--- src/rtl/gr_wb_if.sv ---
// Writeback-stage bus: ALU result handshake, load return path, register-file
// write port and the decode interlock mask.
interface gr_wb_if;
    logic        alu_valid;
    logic        alu_ready;
    logic [4:0]  alu_rd_n;
    logic [31:0] alu_wd;

    logic        load_valid;
    logic [4:0]  load_rd_n;
    logic [2:0]  load_funct3;
    logic [1:0]  load_addr_lo;
    logic [31:0] load_rdata;

    logic        rd;
    logic [4:0]  rd_n;
    logic [31:0] wd;
    logic [31:0] pend_mask;

    // Stage side.
    modport slave (
        input  alu_valid, alu_rd_n, alu_wd,
        input  load_valid, load_rd_n, load_funct3, load_addr_lo, load_rdata,
        output alu_ready, rd, rd_n, wd, pend_mask
    );

    // Producer / register-file side.
    modport master (
        output alu_valid, alu_rd_n, alu_wd,
        output load_valid, load_rd_n, load_funct3, load_addr_lo, load_rdata,
        input  alu_ready, rd, rd_n, wd, pend_mask
    );
endinterface

--- src/rtl/gr_wb_stage.sv ---
// Writeback stage in front of the general-register file. Loads always win the
// write port; ALU results that lose are parked in a small in-order FIFO.
module gr_wb_stage #(
    parameter int DEPTH = 2
) (
    input  logic     clk_20M,
    input  logic     rst_n,
    gr_wb_if.slave   bus
);

    logic [4:0]  q_rd_n [DEPTH];
    logic [31:0] q_wd   [DEPTH];
    logic        rd_ptr;
    logic        wr_ptr;
    logic [1:0]  cnt;

    logic        rd_q;
    logic [4:0]  rd_n_q;
    logic [31:0] wd_q;

    logic        acc;
    logic        push;
    logic        pop;
    logic        sel_any;
    logic [4:0]  sel_rd_n;
    logic [31:0] sel_wd;

    logic [7:0]  ld_byte;
    logic [15:0] ld_half;
    logic [31:0] ld_fmt;
    logic [31:0] pend;

    // Ready depends only on the registered occupancy, never on the valids.
    assign bus.alu_ready = (cnt != 2'(DEPTH));
    assign acc           = bus.alu_valid & bus.alu_ready;

    // Extract and extend the returned load word according to funct3.
    always_comb begin
        ld_byte = 8'h00;
        case (bus.load_addr_lo)
            2'd0:    ld_byte = bus.load_rdata[7:0];
            2'd1:    ld_byte = bus.load_rdata[15:8];
            2'd2:    ld_byte = bus.load_rdata[23:16];
            default: ld_byte = bus.load_rdata[31:24];
        endcase
        ld_half = bus.load_addr_lo[1] ? bus.load_rdata[31:16] : bus.load_rdata[15:0];
        ld_fmt  = bus.load_rdata;
        case (bus.load_funct3)
            3'b000:  ld_fmt = {{24{ld_byte[7]}}, ld_byte};
            3'b001:  ld_fmt = {{16{ld_half[15]}}, ld_half};
            3'b010:  ld_fmt = bus.load_rdata;
            3'b100:  ld_fmt = {24'h000000, ld_byte};
            3'b101:  ld_fmt = {16'h0000, ld_half};
            default: ld_fmt = bus.load_rdata;
        endcase
    end

    // Pick this cycle's writer: load, then FIFO head, then a direct ALU result.
    always_comb begin
        sel_any  = 1'b0;
        sel_rd_n = 5'd0;
        sel_wd   = 32'h0;
        push     = 1'b0;
        pop      = 1'b0;
        if (bus.load_valid) begin
            sel_any  = 1'b1;
            sel_rd_n = bus.load_rd_n;
            sel_wd   = ld_fmt;
            push     = acc;
        end else if (cnt != 2'd0) begin
            sel_any  = 1'b1;
            sel_rd_n = q_rd_n[rd_ptr];
            sel_wd   = q_wd[rd_ptr];
            pop      = 1'b1;
            push     = acc;
        end else if (acc) begin
            sel_any  = 1'b1;
            sel_rd_n = bus.alu_rd_n;
            sel_wd   = bus.alu_wd;
        end
    end

    // Destinations still waiting in the FIFO; x0 is never a hazard.
    always_comb begin
        pend = 32'h0;
        if (cnt != 2'd0) begin
            pend[q_rd_n[rd_ptr]] = 1'b1;
        end
        if (cnt == 2'd2) begin
            pend[q_rd_n[~rd_ptr]] = 1'b1;
        end
        pend[0] = 1'b0;
    end

    assign bus.pend_mask = pend;

    // FIFO storage; contents are don't-care after reset so no reset here.
    always_ff @(posedge clk_20M) begin
        if (push) begin
            q_rd_n[wr_ptr] <= bus.alu_rd_n;
            q_wd[wr_ptr]   <= bus.alu_wd;
        end
    end

    // Pointers, occupancy and the registered write port.
    always_ff @(posedge clk_20M) begin
        if (rst_n) begin
            rd_q   <= 1'b0;
            rd_n_q <= 5'd0;
            wd_q   <= 32'h0;
            cnt    <= 2'd0;
            rd_ptr <= 1'b0;
            wr_ptr <= 1'b0;
        end else begin
            if (sel_any) begin
                // An x0 target still consumes its slot but writes nothing.
                if (sel_rd_n == 5'd0) begin
                    rd_q   <= 1'b0;
                    rd_n_q <= 5'd0;
                    wd_q   <= 32'h0;
                end else begin
                    rd_q   <= 1'b1;
                    rd_n_q <= sel_rd_n;
                    wd_q   <= sel_wd;
                end
            end else begin
                rd_q <= 1'b0;
            end

            if (push) begin
                wr_ptr <= ~wr_ptr;
            end
            if (pop) begin
                rd_ptr <= ~rd_ptr;
            end

            case ({push, pop})
                2'b10:   cnt <= cnt + 2'd1;
                2'b01:   cnt <= cnt - 2'd1;
                default: cnt <= cnt;
            endcase
        end
    end

    assign bus.rd   = rd_q;
    assign bus.rd_n = rd_n_q;
    assign bus.wd   = wd_q;

endmodule

--- src/flat_wrapper.sv ---
// flat-port wrapper written by rule: the top's interface ports become plain ports
module gr_wb_stage_flat 
#(
    parameter int DEPTH = 2
)
  (clk_20M, rst_n, bus_alu_valid, bus_alu_rd_n, bus_alu_wd, bus_load_valid, bus_load_rd_n, bus_load_funct3, bus_load_addr_lo, bus_load_rdata, bus_alu_ready, bus_rd, bus_rd_n, bus_wd, bus_pend_mask);
  gr_wb_if bus_i ();
  input  logic clk_20M;
  input  logic rst_n;
  input wire logic [$bits(bus_i.alu_valid)-1:0] bus_alu_valid;
  input wire logic [$bits(bus_i.alu_rd_n)-1:0] bus_alu_rd_n;
  input wire logic [$bits(bus_i.alu_wd)-1:0] bus_alu_wd;
  input wire logic [$bits(bus_i.load_valid)-1:0] bus_load_valid;
  input wire logic [$bits(bus_i.load_rd_n)-1:0] bus_load_rd_n;
  input wire logic [$bits(bus_i.load_funct3)-1:0] bus_load_funct3;
  input wire logic [$bits(bus_i.load_addr_lo)-1:0] bus_load_addr_lo;
  input wire logic [$bits(bus_i.load_rdata)-1:0] bus_load_rdata;
  output wire logic [$bits(bus_i.alu_ready)-1:0] bus_alu_ready;
  output wire logic [$bits(bus_i.rd)-1:0] bus_rd;
  output wire logic [$bits(bus_i.rd_n)-1:0] bus_rd_n;
  output wire logic [$bits(bus_i.wd)-1:0] bus_wd;
  output wire logic [$bits(bus_i.pend_mask)-1:0] bus_pend_mask;
  assign bus_i.alu_valid = bus_alu_valid;
  assign bus_i.alu_rd_n = bus_alu_rd_n;
  assign bus_i.alu_wd = bus_alu_wd;
  assign bus_i.load_valid = bus_load_valid;
  assign bus_i.load_rd_n = bus_load_rd_n;
  assign bus_i.load_funct3 = bus_load_funct3;
  assign bus_i.load_addr_lo = bus_load_addr_lo;
  assign bus_i.load_rdata = bus_load_rdata;
  assign bus_alu_ready = bus_i.alu_ready;
  assign bus_rd = bus_i.rd;
  assign bus_rd_n = bus_i.rd_n;
  assign bus_wd = bus_i.wd;
  assign bus_pend_mask = bus_i.pend_mask;
  gr_wb_stage #(.DEPTH(DEPTH)) u_core (.clk_20M(clk_20M), .rst_n(rst_n), .bus(bus_i));
endmodule
--- config.mk ---
export PLATFORM = sky130hd
export DESIGN_NAME = gr_wb_stage_flat
export DESIGN_NICKNAME = d
export VERILOG_FILES = /design/src/rtl/gr_wb_if.sv /design/src/rtl/gr_wb_stage.sv /design/src/flat_wrapper.sv
export SDC_FILE = /design/constraint.sdc
export NUM_CORES = 1
export LEC_CHECK = 0
export BUFFER_PORTS_ARGS = -buffer_cell sky130_fd_sc_hd__buf_2
export CORE_ASPECT_RATIO = 0.75
export CORE_UTILIZATION = 47
export DETAILED_ROUTE_END_ITERATION = 12
export PLACE_DENSITY = 0.77
export SLEW_MARGIN = 10
export SYNTH_ARGS = -nofsm -noshare
export SYNTH_HDL_FRONTEND = slang
export SYNTH_SLANG_ARGS = --single-unit
--- constraint.sdc ---
create_clock -name clk_20M -period 6.5 [get_ports clk_20M]
set_clock_uncertainty 0.1 [all_clocks]
set_input_delay 1.3 -clock clk_20M [delete_from_list [all_inputs] [get_ports clk_20M]]
set_output_delay 1.3 -clock clk_20M [all_outputs]
set_load 0.05 [all_outputs]
======== Word level (Yosys, flattened, before mapping) ========
Memory sizes are Yosys's and may differ from the RTL's. A register that Yosys moved wholly into a read port is not among the register bits.
Index checks and enable logic that the tools add are counted.
word-level totals
  bits in registers ....................... 42
  RAM bits ................................ 74
  input port bits ......................... 83
  output and inout bits ................... 71
  memories ................................ 2
memory list
  name           words  width  read ports  clocked after Yosys merged registers in  write ports  line               source
  u_core.q_wd    2      32     1           1                                        1            gr_wb_stage.sv:12  logic [31:0] q_wd [DEPTH];
  u_core.q_rd_n  2      5      2           1                                        1            gr_wb_stage.sv:11  logic [4:0] q_rd_n [DEPTH];
operators by class
  add/sub/neg operators ................... 2
  order comparisons ....................... 4
  equality and inequality tests ........... 9
  multiplexer cells ....................... 32
  bitwise gates (word level) .............. 5
  reduce and logical (&&, ||, !) cells .... 8
operators with widths
  operator             number
  $mux 32              6
  $pmux 32 s4          1
  $or 32x32->32        1
  $pmux 8 s3           1
  $mux 5               4
  $mux 1               16
  $mux 16              1
  $lt 5x6->1 const B   2
  $demux 1 s5          2
  $ge 5x1->1 const B   2
  $eq 2x2->1 const B   3
  $eq 3x3->1 const B   2
  $logic_not 5->1      1
  $eq 2x1->1 const B   2
  $pmux 2 s2           1
  $reduce_bool 2->1    2
  $eq 3x1->1 const B   1
  $logic_not 3->1      1
  $not 1->1            3
  $add 2x1->2 const B  1
  $logic_and 1x1->1    2
  $logic_not 2->1      1
  $ne 2x2->1 const B   1
  $reduce_or 2->1      1
  other kinds (2)      2

======== Logic depth before layout (Yosys ltp) ========
An unclocked memory read counts as a cell.
  word-level depth ........................ 8
  depth in mapped cells ................... 11
  depth with buffers taken out ............ 8

======== Worst setup path before layout ========
Ideal clock, no wire load.
  kind .................................... in2reg
  start point ............................. input bus_alu_valid
  end point ............................... memory u_core.q_rd_n[0][0], enable pin
  arrival time ............................ 3873 ps
  data required time ...................... 5969 ps
  setup slack ............................. 2096 ps
  stages on the path ...................... 6
  path buffers ............................ 3
  path through ............................ clkbuf_1 and2_1 clkbuf_1 clkbuf_1 nand2_1 nor2_1
on the way
  cells in the longest elaborated chain, start to end .. 5
ends and longest elaborated chain
  element                         line                source
  from (decl)                     flat_wrapper.sv:10  input wire logic [$bits(bus_i.alu_valid)-1:0] bus_alu_valid;
  $and 1x1->1 *                   gr_wb_stage.sv:35   assign acc = bus.alu_valid & bus.alu_ready;
  $mux 1                          gr_wb_stage.sv:70   end else if (cnt != 2'd0) begin
  $mux 1 *                        gr_wb_stage.sv:65   if (bus.load_valid) begin
  $mux 1 *                        gr_wb_stage.sv:99   if (push) begin
  $mux 1 (implied by the code) *  gr_wb_stage.sv:100  q_rd_n[wr_ptr] <= bus.alu_rd_n;
  to (decl)                       gr_wb_stage.sv:11
Mark *: on every way between the ends. The rest lies on a longest branch, timed or not.

======== Worst setup path in the final report ========
  start point ............................. input bus_load_valid
  end point ............................... memory u_core.q_wd[0][24], enable pin
on the way
  cells in the longest elaborated chain, start to end .. 3
ends and longest elaborated chain
  element                       line                source
  from (decl)                   flat_wrapper.sv:13  input wire logic [$bits(bus_i.load_valid)-1:0] bus_load_valid;
  $mux 1                        gr_wb_stage.sv:65
  $mux 1                        gr_wb_stage.sv:99
  $mux 1 (implied by the code)  gr_wb_stage.sv:101  q_wd[wr_ptr] <= bus.alu_wd;
  to (decl)                     gr_wb_stage.sv:12
No other way between the ends.

==> metrics.cfg <==
[power_and_ir_drop]
leakage_nw = 2.786
vdd_ir_drop_max_uv = 255.1
power.density_nw_per_um2 = 426.2

[logic_synthesis]
muxShareOfSynthArea_pct = 10.78
synth_compound_area_share_pct = 22.12
synth-async-reset-ratio_pct = 0
synth_warnings = 0
synth_top_area_share_pct = 37.92
synth_area_leaders = edfxtp_1 38%, dfxtp_1 15%, mux2i_1 7.5%, o22ai_1 4.3%, a32o_1 3.4%
yosysMostFrequentCell = edfxtp_1
synth_cell_types = 56
ys_ff_latch = 117
yosys.area.top_type = edfxtp_1
synth_fa_ha_area_share_pct = 0.2135
synth_edf_count = 74
synth_nets = 607
synth_area_um2 = 5861
synthXorXnorAreaFrac_pct = 0.5978
syn_avg_cell_area_um2 = 11.21
yosysSeqAreaShare_pct = 52.60
syn_inst = 523
synth_ff_type = edfxtp_1
synth_top_family_by_area = compound AO/OA/AOI/OAI gates
yosys.area_share.simple_pct = 10.01
synth_commonest_cells = 74 x edfxtp_1, 44 x mux2i_1, 43 x dfxtp_1

[clock_tree]
path_clk_slew_ns = 0.06
numCtsBuffers = 17
clock_sinks = 117
cts.repair.resized = 0
clock-root-buffer = clkbuf_16
clk_path_buf_depth = 2
cts_hold_repair.buffers = 0
htreeDepth = 4
clk_latency_ns = 0.41
post_cts_buffers = 0
cts_tree = built

[hold_path]
hold_start = u_core.bus.wd[10]$_SDFFE_PP0N_
worstHoldPathCells = 1
hold_path.class = register to register
min_to = u_core.bus.wd[10]$_SDFFE_PP0N_

[grt]
grt_pass1_vias = 4909
antenna_found_initial = 0
grt_pass1_wl_mm = 25.68
gr-total-overflow = 0
grt_start_max_net_pins = 38
grt_use_total_pct = 26.57

[critical_path]
worstPathMaxFanout = 37
critical_path_required_ns = 6.43
crit_arrival_ns = 4.31
critPathLaunchType = input pin
rr_worst_depth = 5
r2r_setup_slack_ns = 2.76
endpoint_kind = register
r2r-start = u_core.cnt[0]$_SDFFE_PP0P_
worst-setup-path-type = input pin to register
r2r_end = u_core.bus.wd[23]$_SDFFE_PP0N_

[routing]
via_per_inst = 6.141
dr.pass1.iters = 6
ant_nets = 0
wl_mm = 17.02
avgRoutedWirePerCell_um = 20.31
drc_errors = 0
vias = 5146
drtIter0Drc = 406

[final_layout]
area_growth_pct = 23.80
layout-drive-gt1-share_pct = 32.00
fin_nets = 746

[placement]
port_buffers = 152
gp_congestion = 0.9221
dp_hpwl_mm = 11.70

[floorplanning]
dieArea_um2 = 12920
die_h_um = 98.71
ioPinCount = 154
fp.coreArea_um2 = 11870
fp.dieW_um = 130.9
initial_core_util_pct = 49.38
fp-row-count = 34

[sta]
hold_viol = 0
maxSlewHeadroom_pct = 22.24
drv_slew = 0
rsz0062_at_grt = no
tns_ns = 0
setup_viol = 0
clock.fmax_mhz = 228.4
final.min_clock_period_ns = 4.378
worstMarginPinSlew_ns = 1.164
fin_hold_ws_ns = 0.3642
min_period_over_period_pct = 67.36

[outcome]
outcome = completed

[job]
max-cap-violations = 0

-- area by class of cell --
type / instances / area (um^2)
antenna: 1 / 2.502
clock buffer: 18 / 429.2
clock inverter: 14 / 128.9
fill: 973 / 4613
inverter: 7 / 26.28
multi-input combinational: 362 / 2584
sequential: 117 / 3084
tap: 162 / 202.7
timing repair buffer: 157 / 798.3
-- worst max-delay path, cell delays in order --
cell	delay [ns]
buf_2	0.37
clkinv_1	0.39
nand2_1	0.94
nand2_1	0.32
nor2_4	0.96
-- worst max path at each step --
| stage | end | depth (start not counted) | slack, ns | start |
|---|---|---|---|---|
| global route | u_core.q_wd[0][24]$_DFFE_PP_ | 5 | 1.87 | bus_load_valid |
| finish | u_core.q_wd[0][24]$_DFFE_PP_ | 5 | 2.12 | bus_load_valid |
| global placement | u_core.q_wd[0][11]$_DFFE_PP_ | 5 | 1.86 | bus_load_valid |
| floorplan | u_core.q_rd_n[0][0]$_DFFE_PP_ | 6 | 2.10 | bus_alu_valid |
| CTS | u_core.q_rd_n[0][2]$_DFFE_PP_ | 5 | 2.14 | bus_load_valid |
| detailed placement | u_core.q_wd[0][11]$_DFFE_PP_ | 5 | 1.75 | bus_load_valid |
-- layer usage --
layer / part of all wire, % / vias to the layer above / GRT usage (%)
li1: - / 2327 / -
met1: 43 / 2457 / 36.45
met2: 46 / 319 / 41.88
met3: 8.9 / 43 / 5.429
met4: 2.1 / 0 / 9.019
met5: 0 / - / 0
-- cells by family after synthesis --
group,Yosys count
xor+xnor,4
fa+ha+maj,1
simple gates,121
buf+inv,44
flops,117
compound gates,175
other cells,1
mux,60
-- where the power goes --
part	internal, W	switching, W
Combinational	0.000359	0.000774
Clock	0.000526	0.000346
Sequential	0.000968	0.000119
Total	0.00185	0.00124
-- flip-flops by register name, summed over array words and instances, names as in the netlist, named ones only --
name	count
u_core.q_wd	64
u_core.rd_ptr	1
u_core.bus.rd	1
u_core.cnt	2
u_core.wr_ptr	1
u_core.bus.rd_n	5
u_core.q_rd_n	10
u_core.bus.wd	32
-- cells in the final DEF (no fill, tap or decap), drive strengths merged, types with 9 or more instances in the layout --
master / count
nor2: 41
a31oi: 9
mux2: 15
a21oi: 27
buf: 157
a211oi: 23
o22ai: 40
dfxtp: 43
edfxtp: 74
mux2i: 45
nand2b: 14
clkbuf: 18
nand2: 38
a32o: 20
o21ai: 11
a22o: 17
-- stage by stage --
| stage | setup slack (ns) | util, % | power (W) | instance area, um^2 | cells |
|---|---|---|---|---|---|
| finish | 2.122 | 61.13 | 0.003093 | 7256 | 838 |
| global route | 1.873 | 61.11 | 0.003215 | 7253 | 837 |
| CTS | 2.141 | 61.11 | 0.003091 | 7253 | 837 |
| detailed placement | 1.745 | 56.41 | 0.002219 | 6695 | 805 |
| global placement | 1.862 | 56.41 | 0.002186 | 6695 | 805 |
| floorplan | 2.096 | - | 0.001945 | 5861 | 523 |
Power figures use the tool's default switching activity.
